<file path="src/rtl/segment_scan_controller_pkg.sv">
// Shared constants, blink phase type and digit-index helpers for the segment scan controller.
package seg_scan_pkg;

    localparam int MAX_DIGITS = 32;
    localparam logic [7:0] SEG_OFF = 8'hFF;

    typedef enum logic {
        BLINK_ON  = 1'b0,
        BLINK_OFF = 1'b1
    } blink_phase_e;

    function automatic logic [MAX_DIGITS-1:0] an_off_mask(input int unsigned digits);
        logic [MAX_DIGITS-1:0] mask;
        mask = '0;
        for (int unsigned i = 0; i < MAX_DIGITS; i++) begin
            if (i < digits) mask[i] = 1'b1;
        end
        return mask;
    endfunction

    // Searches cur+1, cur+2, ... with wrap and ends on cur itself, so a lone enabled digit maps to itself.
    function automatic int unsigned next_enabled(input logic [MAX_DIGITS-1:0] en,
                                                 input int unsigned cur,
                                                 input int unsigned digits);
        int unsigned result;
        int unsigned j;
        logic found;
        result = cur;
        found  = 1'b0;
        for (int unsigned k = 1; k <= MAX_DIGITS; k++) begin
            if (k <= digits && !found) begin
                j = cur + k;
                if (j >= digits) j = j - digits;
                if (en[j]) begin
                    result = j;
                    found  = 1'b1;
                end
            end
        end
        return result;
    endfunction

endpackage

</file>
<file path="src/rtl/segment_scan_controller_if.sv">
// Core-side bus of the segment scan controller: pattern data, load strobe, enables and status.
interface segment_scan_controller_if #(
    parameter int DIGITS = 8
);
    logic [DIGITS*8-1:0] seg_data;
    logic                load;
    logic [DIGITS-1:0]   digit_en;
    logic [DIGITS-1:0]   blink_mask;
    logic                busy;
    logic                frame_done;

    modport master (
        output seg_data, load, digit_en, blink_mask,
        input  busy, frame_done
    );

    modport slave (
        input  seg_data, load, digit_en, blink_mask,
        output busy, frame_done
    );
endinterface

</file>
<file path="src/rtl/segment_scan_controller_prescaler.sv">
// Digit-slot timer: counts 0..CLK_DIV-1, flags the last cycle of a slot and the leading blank window.
module scan_prescaler #(
    parameter int CLK_DIV   = 100000,
    parameter int BLANK_CYC = 16
) (
    input  logic clk,
    input  logic rst_n,
    output logic tick,
    output logic in_blank
);
    localparam int CW = (CLK_DIV > 1) ? $clog2(CLK_DIV) : 1;

    logic [CW-1:0] count;

    always_ff @(posedge clk or negedge rst_n) begin
        if (!rst_n) begin
            count <= '0;
        end else if (tick) begin
            count <= '0;
        end else begin
            count <= count + CW'(1);
        end
    end

    assign tick     = (count == CW'(CLK_DIV - 1));
    assign in_blank = (count < CW'(BLANK_CYC));

endmodule

</file>
<file path="src/rtl/segment_scan_controller.sv">
// Multiplexed seven-segment driver with double-buffered patterns and per-slot blanking.
// Optional blinking is compiled in with `define SEG_SCAN_BLINK_EN.
module segment_scan_controller
    import seg_scan_pkg::*;
#(
    parameter int DIGITS       = 8,
    parameter int CLK_DIV      = 100000,
    parameter int BLANK_CYC    = 16,
    parameter int BLINK_FRAMES = 250
) (
    input  logic                      clk,
    input  logic                      rst_n,
    segment_scan_controller_if.slave  bus,
    output logic [DIGITS-1:0]         an,
    output logic [7:0]                seg
);
    localparam int IW = (DIGITS > 1) ? $clog2(DIGITS) : 1;
    localparam logic [MAX_DIGITS-1:0] AN_OFF_WIDE = an_off_mask(DIGITS);
    localparam logic [DIGITS-1:0]     AN_OFF      = AN_OFF_WIDE[DIGITS-1:0];

    logic                  tick;
    logic                  in_blank;
    logic [IW-1:0]         idx;
    logic [IW-1:0]         nxt_idx;
    logic [MAX_DIGITS-1:0] en_wide;
    logic                  any_en;
    logic                  boundary;
    logic                  lit;
    logic                  blink_dark;
    logic [DIGITS*8-1:0]   shadow;
    logic [DIGITS*8-1:0]   staging;
    logic                  busy_q;
    logic                  frame_done_q;
    logic [DIGITS-1:0]     an_d;
    logic [7:0]            seg_d;

    scan_prescaler #(
        .CLK_DIV   (CLK_DIV),
        .BLANK_CYC (BLANK_CYC)
    ) u_prescaler (
        .clk      (clk),
        .rst_n    (rst_n),
        .tick     (tick),
        .in_blank (in_blank)
    );

    // A frame ends when the scan index fails to advance upward: wrap-around or a single enabled digit.
    always_comb begin
        en_wide              = '0;
        en_wide[DIGITS-1:0]  = bus.digit_en;
        any_en               = |bus.digit_en;
        nxt_idx              = IW'(next_enabled(en_wide, 32'(idx), DIGITS));
        boundary             = tick && any_en && (nxt_idx <= idx);
        lit                  = bus.digit_en[idx] && !in_blank && !blink_dark;
        an_d                 = AN_OFF;
        seg_d                = SEG_OFF;
        if (lit) begin
            an_d  = AN_OFF & ~(DIGITS'(1) << idx);
            seg_d = shadow[{idx, 3'b000} +: 8];
        end
    end

    always_ff @(posedge clk or negedge rst_n) begin
        if (!rst_n) begin
            idx          <= '0;
            frame_done_q <= 1'b0;
            an           <= AN_OFF;
            seg          <= SEG_OFF;
        end else begin
            if (tick && any_en) idx <= nxt_idx;
            frame_done_q <= boundary;
            an           <= an_d;
            seg          <= seg_d;
        end
    end

    // A load landing on the boundary bypasses staging so it is never held back a whole frame.
    always_ff @(posedge clk or negedge rst_n) begin
        if (!rst_n) begin
            shadow  <= '1;
            staging <= '1;
            busy_q  <= 1'b0;
        end else begin
            if (bus.load) staging <= bus.seg_data;
            if (boundary && bus.load) begin
                shadow <= bus.seg_data;
                busy_q <= 1'b0;
            end else if (boundary && busy_q) begin
                shadow <= staging;
                busy_q <= 1'b0;
            end else if (bus.load) begin
                busy_q <= 1'b1;
            end
        end
    end

`ifdef SEG_SCAN_BLINK_EN
    localparam int FW = (BLINK_FRAMES > 1) ? $clog2(BLINK_FRAMES) : 1;

    logic [FW-1:0] frame_cnt;
    blink_phase_e  phase;

    always_ff @(posedge clk or negedge rst_n) begin
        if (!rst_n) begin
            frame_cnt <= '0;
            phase     <= BLINK_ON;
        end else if (boundary) begin
            if (frame_cnt == FW'(BLINK_FRAMES - 1)) begin
                frame_cnt <= '0;
                phase     <= (phase == BLINK_ON) ? BLINK_OFF : BLINK_ON;
            end else begin
                frame_cnt <= frame_cnt + FW'(1);
            end
        end
    end

    // Blinked digits keep their slot so the scan rate and brightness of the others do not change.
    assign blink_dark = (phase == BLINK_OFF) && bus.blink_mask[idx];
`else
    localparam int unused_blink_frames = BLINK_FRAMES;
    logic unused_blink_mask;
    assign unused_blink_mask = ^bus.blink_mask;
    assign blink_dark        = 1'b0;
`endif

    assign bus.busy       = busy_q;
    assign bus.frame_done = frame_done_q;

endmodule

</file>
<file path="src/flat_wrapper.sv">
// flat-port wrapper written by rule: the top's interface ports become plain ports
module segment_scan_controller_flat import seg_scan_pkg::*;
#(
    parameter int DIGITS       = 8,
    parameter int CLK_DIV      = 100000,
    parameter int BLANK_CYC    = 16,
    parameter int BLINK_FRAMES = 250
)
  (clk, rst_n, an, seg, bus_seg_data, bus_load, bus_digit_en, bus_blink_mask, bus_busy, bus_frame_done);
  segment_scan_controller_if #(.DIGITS(DIGITS)) bus_i ();
  input  logic clk;
  input  logic rst_n;
  output logic [DIGITS-1:0] an;
  output logic [7:0] seg;
  input wire logic [$bits(bus_i.seg_data)-1:0] bus_seg_data;
  input wire logic [$bits(bus_i.load)-1:0] bus_load;
  input wire logic [$bits(bus_i.digit_en)-1:0] bus_digit_en;
  input wire logic [$bits(bus_i.blink_mask)-1:0] bus_blink_mask;
  output wire logic [$bits(bus_i.busy)-1:0] bus_busy;
  output wire logic [$bits(bus_i.frame_done)-1:0] bus_frame_done;
  assign bus_i.seg_data = bus_seg_data;
  assign bus_i.load = bus_load;
  assign bus_i.digit_en = bus_digit_en;
  assign bus_i.blink_mask = bus_blink_mask;
  assign bus_busy = bus_i.busy;
  assign bus_frame_done = bus_i.frame_done;
  segment_scan_controller #(.DIGITS(DIGITS), .CLK_DIV(CLK_DIV), .BLANK_CYC(BLANK_CYC), .BLINK_FRAMES(BLINK_FRAMES)) u_core (.clk(clk), .rst_n(rst_n), .bus(bus_i), .an(an), .seg(seg));
endmodule
</file>
<file path="config.mk">
export PLATFORM = sky130hd
export DESIGN_NAME = segment_scan_controller_flat
export DESIGN_NICKNAME = d
export VERILOG_FILES = /design/src/rtl/segment_scan_controller_pkg.sv /design/src/rtl/segment_scan_controller_if.sv /design/src/rtl/segment_scan_controller_prescaler.sv /design/src/rtl/segment_scan_controller.sv /design/src/flat_wrapper.sv
export SDC_FILE = /design/constraint.sdc
export NUM_CORES = 1
export LEC_CHECK = 0
export ABC_AREA = 1
export BUFFER_PORTS_ARGS = -buffer_cell sky130_fd_sc_hd__buf_2
export CAP_MARGIN = 20
export CORE_ASPECT_RATIO = 1.25
export CORE_MARGIN = 3
export CORE_UTILIZATION = 60
export CTS_CLUSTER_SIZE = 20
export DETAILED_ROUTE_END_ITERATION = 6
export PLACE_DENSITY = 0.94
export SLEW_MARGIN = 20
export SYNTH_ARGS = -nofsm -noshare
export SYNTH_HDL_FRONTEND = slang
export SYNTH_HIERARCHICAL = 1
export SYNTH_SLANG_ARGS = --single-unit
</file>
<file path="constraint.sdc">
create_clock -name clk -period 13.95 [get_ports clk]
set_clock_uncertainty 0.1 [all_clocks]
set_input_delay 0.6975 -clock clk [delete_from_list [all_inputs] [get_ports clk]]
set_output_delay 0.6975 -clock clk [all_outputs]
set_load 0.05 [all_outputs]
</file>
**After elaboration in Yosys (flattened, before gate mapping)**

Index checks and enable logic that the tools add are counted.

- Flip-flop bits (word level): 166
- Bits in latches: 0
- RAM bits: 0
- Memory bits (read-only): 0
- Input port bits: 83
- Output and inout bits: 18
- Word-level logic and storage cells: 126
- Memories: 0

- $add $sub $neg: 17
- Multipliers: 0
- Div/mod/pow operators: 0
- Order comparisons: 19
- Eq/ne operators: 1
- Shift-type cells: 2
- Muxes and demuxes: 69
- Bitwise gates (word level): 1
- Reduce and logical (&&, ||, !) cells: 9

Operators by type and width:

| cell | number |
|---|---|
| 32-bit two-way mux | 15 |
| 32-bit by 4-bit greater-or-equal comparator with 1-bit output, second input constant | 8 |
| 32-bit by 6-bit < comparator with 1-bit output, second input constant | 8 |
| 32-bit by 4-bit subtractor with 32-bit output, second input constant | 8 |
| 64-bit two-way mux | 2 |
| 64-bit by 7-bit variable part select with 8-bit output | 1 |
| 3-bit two-way mux | 15 |
| 1-bit binary-select mux with 5-bit select | 8 |
| 1-bit two-way mux | 25 |
| 17-bit by 1-bit adder with 17-bit output, second input constant | 1 |
| 17-bit == test, second input constant | 1 |
| 17-bit by 5-bit < comparator with 1-bit output, second input constant | 1 |
| 17-bit two-way mux | 1 |
| 3-bit by 3-bit adder with 4-bit output, second input constant | 4 |
| 8-bit two-way mux | 2 |
| 3-bit by 2-bit adder with 4-bit output, second input constant | 2 |
| 8-bit inverter | 1 |
| 8-bit OR reduction | 1 |
| 1-bit by 3-bit left shift with 8-bit output, first input constant | 1 |
| 3-bit by 4-bit adder with 5-bit output, second input constant | 1 |
| 1-bit logical AND | 5 |
| 3-bit by 1-bit adder with 4-bit output, second input constant | 1 |
| 3-bit by 4-bit < comparator with 1-bit output, second input constant | 1 |
| 1-bit binary-select mux with 3-bit select | 1 |
| other kinds (4) | 4 |

**Logic depth before layout (Yosys ltp)**

- Word-level depth: 46
- Mapped depth: 28
- Depth with buffers taken out: 23

**By module**

The synthesis kept the hierarchy.

Modules (own cells, without submodules):

| module | times used | cells each | area an instance (um^2) |
|---|---|---|---|
| segment_scan_controller | 1 | 799 | 7,113.1 |
| scan_prescaler | 1 | 144 | 1,011.0 |

**Worst setup path before layout**

Ideal clock, no wire load.

- Path type: reg-to-reg
- Start point: register u_core.idx[0]
- End point: register u_core.shadow[57]
- Setup time: 85 ps
- Arrival: 4,185 ps
- Required time: 13,765 ps
- Path slack: 9,581 ps
- Cell stages (with the launch flop): 26
- Buffers on the path: 5
- Path through: dfrtp_1 > inv_2 > buf_2 > clkbuf_1 > buf_2 > ha_1 > inv_1 > nand3_1 > nand2_1 > nand2_1 > nand3_4 > nand3_1 > nor2_2 > nand3_1 > o21ai_1 > inv_1 > a21boi_1 > ha_1 > a21oi_1 > o21ai_0 > nand2_1 > nand2_1 > a21oi_1 > buf_2 > buf_4 > mux2_1

- Longest elaborated chain between the ends: 24
- Elaborated cells on any way between the ends: 89
- Those cells by class: add/sub: 16; order compare: 9; mux: 60; reduce/logical: 4

RTL lines:

| what | RTL line | source |
|---|---|---|
| start, declared | segment_scan_controller.sv:23 | `logic [IW-1:0] idx;` |
| start signal, assigned | segment_scan_controller.sv:70 | `if (tick && any_en) idx <= nxt_idx;` |
| 3-bit by 1-bit adder with 4-bit output or 3-bit by 2-bit adder with 4-bit output (tied branches) | segment_scan_controller_pkg.sv:32 | `j = cur + k;` |
| 32-bit by 4-bit subtractor with 32-bit output or 32-bit by 4-bit greater-or-equal comparator with 1-bit output (tied branches) | segment_scan_controller_pkg.sv:33 | `if (j >= digits) j = j - digits;` |
| 32-bit two-way mux | segment_scan_controller_pkg.sv:33 |  |
| 1-bit binary-select mux with 5-bit select or 32-bit two-way mux (tied branches) | segment_scan_controller_pkg.sv:34, segment_scan_controller_pkg.sv:31 |  |
| 1-bit two-way mux (not written as such) or 1-bit binary-select mux with 5-bit select (tied branches) | segment_scan_controller_pkg.sv:34 | `if (en[j]) begin` |
| 3-bit two-way mux or 1-bit two-way mux (tied branches) | segment_scan_controller_pkg.sv:34 |  |
| 3-bit two-way mux | segment_scan_controller_pkg.sv:34 |  |
| 3-bit two-way mux | segment_scan_controller_pkg.sv:31 | `if (k <= digits && !found) begin` |
| [... 9 more ...] | -- |  |
| 3-bit two-way mux | segment_scan_controller_pkg.sv:31 |  |
| 3-bit two-way mux | segment_scan_controller_pkg.sv:34 |  |
| 3-bit two-way mux * | segment_scan_controller_pkg.sv:31 |  |
| named net u_core.nxt_idx[2] | segment_scan_controller.sv:24 | `logic [IW-1:0] nxt_idx;` |
| 3-bit less-or-equal comparator * | segment_scan_controller.sv:53 | `boundary = tick && any_en && (nxt_idx <= idx);` |
| 1-bit logical AND * | segment_scan_controller.sv:53 |  |
| 1-bit logical AND, on equally long branches | segment_scan_controller.sv:85, segment_scan_controller.sv:88 |  |
| 64-bit two-way mux or 2-bit nonzero test (tied branches) | -- |  |
| end signal, assigned | segment_scan_controller.sv:86 | `shadow <= bus.seg_data;` |
| end signal, assigned | segment_scan_controller.sv:89 | `shadow <= staging;` |
| end, declared | segment_scan_controller.sv:30 | `logic [DIGITS*8-1:0] shadow;` |

The timed path passes the listed nets; every way through them passes the cells marked *. The select of a mux whose other input is x is not followed.
A chain may end at the register's enable or synchronous reset.

**Worst setup path after layout**

- Start point: register u_core.idx[2]
- End point: register u_core.shadow[26]

Same word-level chain as after synthesis.

==> flow_summary.yaml <==
setup_path:
  path_max_fanout: 93
  arrival_ns: 5.91
  cp_slowest_cell: "dfrtp_1"
  crit_family: "buffers and inverters"
  start_kind: "register"
  critical_path_buf_inv_count: 5
  crit_path_end_kind: "register"
  slowest_delay_ns: 0.94
  cp_cell_sequence: "inv_1 > ha_1 > inv_1 > nand3_1 > nand2_1 > inv_2 > nand3_1 > nor2_2 > nand3_1 > o21ai_1 > inv_1 > a21boi_1 > ha_1 > a21oi_1 > o21ai_0 > nand2_1 > nand2_1 > a21oi_4 > buf_4 > mux2_2"
  cp_data_required_time_ns: 14.20
  worstSetupPathType: "reg -> reg"
yosys:
  syn_nets: 1041
  avgSynthCellArea_um2: 8.62
  synth_cells: 943
  synth.distinct_cells: 36
  synth_warnings: 6
  ys_ff_latch: 166
  seq_area_frac_synth: 0.533
  synthesis.area_um2: 8120
route:
  ant_nets: 0
  drcViolationCount: 0
  drtIter0Drc: 586
  num_vias: 6684
  routed_wirelength_um: 19900
  viasPerCell: 5.56
  post_drt_wl_per_cell_um: 16.5
  first_pass_iters: 5
timing:
  setup_ws_ns: 8.29
  maxSlewViolCount: 0
  worst_slew_margin_rel: 0.334
  fin_crit_ns: 5.66
  fin_setup_tns_ns: 0
  fin_crit_sh: 0.406
  tightest_slew_ns: 0.999
  report.final.setup_viol: 0
  hold_violations: 0
  rsz0062_at_grt: "no"
  fmax_mhz: 177
global_route:
  antenna_found_initial: 0
  grt.total_usage: 0.277
  grt_pass1_vias: 6534
  overflow: 0
  grt_max_degree: 94
  grt_pass1_wl_um: 31800
placement:
  dp_slack_ns: 8.62
  place_congestion: 0.898
  port-buffer-count: 92
  hpwlAfterDp_um: 12300
  placed_area_um2: 8690
clock_network:
  cts.root.buffer_cell: "clkbuf_16"
  clkSlewWorstSetupHoldPaths_ns: 0.06
  clock-sinks: 166
  cts_tree: "yes"
  cts_buffers: 17
  htreeDepth: 4
  cts_hold_buf: 0
  post_cts_buffers: 0
  clock_latency_ns: 0.43
  post_cts_resized: 0
  clk_path_buf_depth: 2
pwr:
  pwr_density_cell_nw_per_um2: 119
  p_leak_uw: 0.00443
  ir_drop_v: 0.000108
die:
  initial_core_util: 0.627
  die_h_um: 136
  die_area_um2: 15000
  pin_count: 101
  die_w_um: 110
  core_area_um2: 12900
  rows: 46
cells_and_area:
  area_delta_synth_final_pct: 14.1
  antenna_cells: 0
  fin_area_um2: 9270
  nNetsFinal: 1119
  drive_above_1_share: 0.312
job:
  max_cap_violations: 0
worst_hold_path:
  hp-class: "in -> async"
run_status:
  status: "finished clean"
[report_power, final]
group / internal [uW] / leakage, uW / switching, uW
sequential: 532 / 0.00179 / 10.6
combinational: 30.3 / 0.00236 / 64.6
clock: 266 / 0.000276 / 197
total: 828 / 0.00443 / 272
[per-layer routing]
layer,GRT usage,share of wire,vias to the layer above
met4,0.129,0.037,0
met1,0.350,0.39,3158
li1,-,-,3143
met3,0.0542,0.071,62
met5,0,0,-
met2,0.457,0.50,321
[final timing paths]
| path | from | to | slack, ns | cells past startpoint |
|---|---|---|---|---|
| max in group asynchronous | rst_n | u_core/bus.busy | 12.13 | 2 |
| max reg2reg | u_core/idx[2] | u_core/shadow[26] | 8.29 | 20 |
| max | u_core/idx[2] | u_core/shadow[26] | 8.29 | 20 |
| min in group clk | u_core/staging[56] | u_core/staging[56] | 0.37 | 2 |
| min | rst_n | u_core/idx[0] | 0.24 | 1 |
| min reg2reg | u_core/staging[56] | u_core/staging[56] | 0.37 | 2 |
[sequential cells by signal (all words and copies together) (netlist names)]
register	count
u_core/an	8
u_core/bus.busy	1
u_core/bus.frame_done	1
u_core/idx	3
u_core/seg	8
u_core/shadow	64
u_core/staging	64
u_core/u_prescaler/count	17
[layout by cell type, fill, tap and decap left out, drive strengths merged, types with 3 or more instances in the layout]
cell type  instances
a21oi             47
clkbuf            19
buf               99
clkinvlp           3
clkinv             4
nor4               3
ha                15
nand4              8
dfstp            144
mux2i             16
xor2               6
mux2              19
nand2            301
nand3             62
or3b               5
o21ai             85
inv              120
dfrtp             22
nor2              45
[stage by stage]
stage / util / hold WS (ns) / power, uW / std cells
6_report: 0.716 / 0.239 / 1100 / 1202
5_1_grt: 0.716 / 0.278 / 1140 / 1202
2_1_floorplan: - / 0.302 / 601 / 943
3_5_place_dp: 0.671 / 0.365 / 640 / 1170
3_3_place_gp: 0.671 / 0.358 / 635 / 1170
4_1_cts: 0.716 / 0.249 / 1100 / 1202
[cells by family after synthesis]
group / after synthesis / synth area share
AOI/OAI and AO/OA: 136 / 0.0852
buffers and inverters: 156 / 0.0748
and+or+nand+nor: 428 / 0.229
DFF: 166 / 0.533
xor gates and xnor gates: 7 / 0.00847
adders and majority gates: 15 / 0.0231
muxes: 35 / 0.0460
[cells in the mapped netlist]
cell type | instances | share of area
dfstp_2 | 144 | 0.47
nor2_4 | 4 | 0.0055
nand4_4 | 1 | 0.0026
nor4_1 | 3 | 0.0023
mux2_2 | 13 | 0.018
and2_1 | 1 | 0.00077
nor3_1 | 2 | 0.0012
a21boi_1 | 1 | 0.00092
xor2_2 | 1 | 0.0020
nor2_1 | 35 | 0.016
nand3_4 | 1 | 0.0022
ha_1 | 15 | 0.023
nor2_2 | 6 | 0.0046
clkbuf_1 | 24 | 0.011
nand2_1 | 298 | 0.14
dfrtp_1 | 22 | 0.068
a31o_2 | 1 | 0.0011
nand3_2 | 7 | 0.0086
xnor2_1 | 1 | 0.0011
o21ai_1 | 2 | 0.0012
mux2_1 | 6 | 0.0083
inv_2 | 7 | 0.0032
or3b_2 | 5 | 0.0054
or2_0 | 1 | 0.00077
inv_1 | 109 | 0.050
o21bai_1 | 2 | 0.0018
xor2_1 | 5 | 0.0054
nand2_2 | 3 | 0.0023
nand4_1 | 7 | 0.0054
mux2i_1 | 16 | 0.020
buf_1 | 4 | 0.0018
nand3_1 | 54 | 0.033
buf_2 | 9 | 0.0055
a21oi_1 | 47 | 0.029
o21ai_0 | 83 | 0.051
buf_4 | 3 | 0.0028
[area by class of cell]
type / count / area (um2)
clock buffer: 19 / 433
inverter: 116 / 435
sequential: 166 / 4330
timing repair buffer: 99 / 519
tap: 168 / 210
fill: 889 / 3680
clock inverter: 13 / 148
multi-input combinational: 621 / 3190
(Power assumes the default switching activity.)
